### config.mk
export PLATFORM = sky130hd
export DESIGN_NAME = pulse_burst_tx
export DESIGN_NICKNAME = d
export VERILOG_FILES = /design/src/rtl/pulse_burst_tx.sv
export SDC_FILE = /design/constraint.sdc
export NUM_CORES = 1
export LEC_CHECK = 0
export CORE_MARGIN = 1
export CORE_UTILIZATION = 40
export DETAILED_ROUTE_END_ITERATION = 8
export PLACE_DENSITY = 0.64
export SLEW_MARGIN = 15
export SYNTH_ARGS = -nofsm -noshare
export SYNTH_HDL_FRONTEND = slang
export SYNTH_SLANG_ARGS = --single-unit
### constraint.sdc
create_clock -name clk -period 1.85 [get_ports clk]
set_clock_uncertainty 0.2 [all_clocks]
set_input_delay 0.185 -clock clk [delete_from_list [all_inputs] [get_ports clk]]
set_output_delay 0.185 -clock clk [all_outputs]
set_load 0.01 [all_outputs]
### src/rtl/pulse_burst_tx.sv
// ----------------------------------------------------------------------------
// pulse_burst_tx: drives the toggle-FSM receiver's din high for 2*count cycles,
// then low for a settle gap, then reports done.        Revision: 1.0
// ----------------------------------------------------------------------------
`default_nettype none

module pulse_burst_tx #(
  parameter int CNT_W      = 8,
  parameter int GAP_CYCLES = 2
) (
  input  logic             clk,
  input  logic             rst,
  input  logic             cmd_valid,
  output logic             cmd_ready,
  input  logic [CNT_W-1:0] cmd_count,
  output logic             line_out,
  output logic             busy,
  output logic             done,
  output logic [2:0]       state_o
);

  localparam logic [2:0] S_IDLE = 3'b001;
  localparam logic [2:0] S_HIGH = 3'b010;
  localparam logic [2:0] S_GAP  = 3'b100;

  localparam int               GAP_W     = (GAP_CYCLES > 1) ? $clog2(GAP_CYCLES) : 1;
  localparam logic [GAP_W-1:0] C_GC_LOAD = GAP_W'(GAP_CYCLES - 1);

  logic [2:0]       state_q, state_d;
  logic [CNT_W:0]   hc_q, hc_d;
  logic [GAP_W-1:0] gc_q, gc_d;
  logic             line_q, line_d;
  logic             done_q, done_d;
  logic             accept_w;
  logic             nonzero_w;

  assign accept_w  = cmd_valid && (state_q == S_IDLE);
  assign nonzero_w = (cmd_count != '0);

  always_ff @(posedge clk or posedge rst) begin
    if (rst) begin
      state_q <= S_IDLE;
      hc_q    <= '0;
      gc_q    <= '0;
      line_q  <= 1'b0;
      done_q  <= 1'b0;
    end else begin
      state_q <= state_d;
      hc_q    <= hc_d;
      gc_q    <= gc_d;
      line_q  <= line_d;
      done_q  <= done_d;
    end
  end

  always_comb begin
    state_d = state_q;
    case (state_q)
      S_IDLE:  if (accept_w && nonzero_w) state_d = S_HIGH;
      S_HIGH:  if (hc_q == '0) state_d = S_GAP;
      S_GAP:   if (gc_q == '0) state_d = S_IDLE;
      default: state_d = S_IDLE;
    endcase
  end

  // hc is one bit wider than cmd_count so 2*N-1 never overflows at the maximum count.
  always_comb begin
    hc_d   = hc_q;
    gc_d   = gc_q;
    line_d = line_q;
    done_d = 1'b0;
    case (state_q)
      S_IDLE: begin
        if (accept_w && nonzero_w) begin
          line_d = 1'b1;
          hc_d   = {cmd_count, 1'b0} - (CNT_W+1)'(1);
        end else if (accept_w) begin
          done_d = 1'b1;
        end
      end
      S_HIGH: begin
        if (hc_q == '0) begin
          line_d = 1'b0;
          gc_d   = C_GC_LOAD;
        end else begin
          hc_d = hc_q - (CNT_W+1)'(1);
        end
      end
      S_GAP: begin
        line_d = 1'b0;
        if (gc_q == '0) done_d = 1'b1;
        else            gc_d   = gc_q - GAP_W'(1);
      end
      default: begin
        line_d = 1'b0;
        hc_d   = '0;
        gc_d   = '0;
      end
    endcase
  end

  assign cmd_ready = (state_q == S_IDLE);
  assign busy      = !cmd_ready;
  assign line_out  = line_q;
  assign done      = done_q;
  assign state_o   = state_q;

endmodule

`default_nettype wire

==> run summary <==
Least-Margin Pin Slew: 593 ps
Post-DR wirelength/cell: 14.9 um
Nets@finish: 198
Switch Pwr: 0.981 mW
Inserted Clock Buffers: 3
Worst-path clk slew: 110 ps
Fmax: 0.544 GHz
DRT antenna net count: 0
Drt total wl: 3.17 mm
Sequential area share after synthesis: 0.343
N_diodes: 0
DP HPWL: 2.32 mm
Most Crowded Layer GR: met2
First-pass GRT wire length: 5.02 mm
Max_cap viols: 0
Crit-path max FO: 5
Power Internal: 1.27 mW
Final Util: 0.674
CTS Buffer Depth: 2
CP bufs+invs: 1
Yosys Warn Count: 0
Grt met3 use: 0.0361
Power share of the clock group: 0.087
Die Area: 2960 um2
Syn Nets: 142
Row count: 18
Met2 global-route usage: 0.404
Crit-path cells: nor4_4 -> buf_4 -> nand4_1 -> o21ai_2 -> a22oi_1
Comb pwr share: 0.660
Critical path's top delay family: simple AND/OR/NAND/NOR gates
Total grt overflow: 0
VDD IR-drop max: 0.738 mV
Layout cells sized above 1: 0.361
CTS tree: done
Die H: 54.4 um
Largest net degree at the start of global routing: 16
Layout area overhead: 56.0%
Rel. slew slack: 0.604
Yosys cell types: 42
Number of synthesized register bits: 15
Vias per cell: 5.46
I/O Buffers: 17
Final slew viol count: 0
Worst EP arrival: 1790 ps
Final period utilization: 0.994
Largest cells by area after synthesis: dfrtp_1, a21oi_1, o21ai_0, nor2_1, xor2_1
R2R setup slack: 10 ps
Synth Cell Area: 1100 um2
Required time of the critical path: 1800 ps
IO Count: 18
Final setup TNS: 0 ps
Max stage delay on crit path: 420 ps
Iteration-0 DRC Markers: 32
Synthesized area per cell: 8.58 um2
Final min period: 1840 ps
Core Region: 2540 um2
Setup crit start kind: flop
Outcome: completed
Initial Util: 0.432
Worst Hold Class: primary input to async pin
Placed cell area: 1510 um2
Total power draw: 2.25 mW
Dominant cell type by area after synthesis: dfrtp_1
# DRC: 0
Root Buffer: clkbuf_4
Routability Congestion: 0.903
Design area: 1710 um2
Mapped Cells: 128
Setup violators final: 0
Commonest non-fill, non-tap cell in the layout: buf_4
Clk_lat worst skew: 280 ps
DIE WIDTH: 54.4 um
Synth top area share: 0.319
Global Route Usage Sum: 0.240
Endpoint class of the critical path: flop
Commonest non-fill, non-tap cells in the layout: buf_4, nor2_1, dfrtp_1
Final hold vios: 0
Switching Fraction: 0.436
Clock Sinks: 15
Reg power frac: 0.253
Grt met1 use: 0.317
Slowest-stage cell, CP: dfrtp_1
Vias in the first global route: 1084
P per Cell Area: 1310 nW/um2
Initial antenna violation count: 0
Worst setup path class: flop to flop
RSZ-0062 raised after global routing: true
Routed vias: 1163
# H-tree levels: 1
Drt pass-1 iters: 4
Leak: 0.784 nW
## cell usage after synthesis
cell,instances
nor4b_1,1
or3_1,2
xor2_1,5
o211ai_1,1
nor2_4,1
nor2b_1,2
o2111a_1,1
or4_4,1
nand2b_1,5
nor4_4,1
o211a_4,1
ha_1,3
a221o_1,1
o21ai_4,2
nor2_1,14
or2_0,1
a21boi_0,1
nand4b_2,1
o21ai_0,12
a22oi_1,1
and2b_1,1
nor3b_1,3
o32a_1,1
a21o_1,1
o22ai_1,2
a2bb2oi_1,1
xnor2_1,1
nor4_1,1
o21a_1,1
dfstp_2,1
clkbuf_1,3
a32oi_1,2
clkinv_1,1
nand3_1,3
nor3_1,5
a21oi_1,12
a31oi_1,2
nand2_1,4
dfrtp_1,14
inv_1,10
or3b_2,1
nand4_1,1
## cell type report
type	count	area, um2
multi-input combinational	100	779
clock buffer	4	26.3
fill	207	831
inverter	11	42.5
sequential	15	377
tap	30	37.5
timing repair buffer	53	452
## registers in the layout, indices dropped and copies added (netlist names)
signal,count
done,1
gc_q,1
hc_q,9
line_out,1
state_o,3
## timing repair
| item | 4_1_cts | 5_1_grt |
|---|---|---|
| cloned | 1 | 0 |
| pin swaps | 5 | 14 |
| hold buffers | 0 | 0 |
| endpoints found under the setup margin | 13 | 11 |
| buffers inserted | 1 | 6 |
| resized for setup | 19 | 24 |
| hold endpoints to repair | 0 | 0 |
## logic make-up (layout without fill, tap and decap cells)
logic type               after synthesis  after routing  share of synthesized area
AND/OR/NAND/NOR                       48             48                      0.263
AO/OA/AOI/OAI                         42             43                      0.264
flip-flops                            15             15                      0.343
buffers and inverters                 14             68                     0.0478
XOR/XNOR                               6              6                     0.0478
adder cells (fa/ha/maj)                3              3                     0.0342
## power by group through the flow
stage | clock network (mW) | registers (mW) | logic, mW
after floorplan | 0 | 0.573 | 0.682
after global placement | 0 | 0.561 | 1.21
after detailed placement | 0 | 0.563 | 1.22
after CTS | 0.194 | 0.564 | 1.25
after global routing | 0.210 | 0.585 | 1.61
final | 0.195 | 0.569 | 1.48
## metal layers
layer,share of wire,wire length [um],vias to the layer above
met4,0.013,42,0
met1,0.45,1420,552
met3,0.036,115,5
met2,0.50,1590,29
li1,-,-,577
met5,0,0,-
## final timing paths
path | start | endpoint | depth (start not counted)
setup reg to reg | hc_q[5]$_DFFE_PP0P_ | hc_q[2]$_DFFE_PP0P_ | 5
max in group asynchronous | rst | hc_q[8]$_DFFE_PP0P_ | 2
hold / removal | rst | line_out$_DFFE_PP0P_ | 2
setup / recovery | hc_q[5]$_DFFE_PP0P_ | hc_q[2]$_DFFE_PP0P_ | 5
min in group clk | cmd_count[6] | hc_q[7]$_DFFE_PP0P_ | 5
hold reg to reg | gc_q$_DFFE_PP0P_ | gc_q$_DFFE_PP0P_ | 2
## metrics by stage
stage	cells	hold WS [ps]	setup WS, ps
final	213	52.9	11.6
after global routing	213	123	-50.2
after CTS	207	83.8	-14.6
after detailed placement	201	309	-508
after global placement	201	282	-465
after floorplan	128	-114	7.61
No activity file was read; power rests on OpenSTA's default activity.
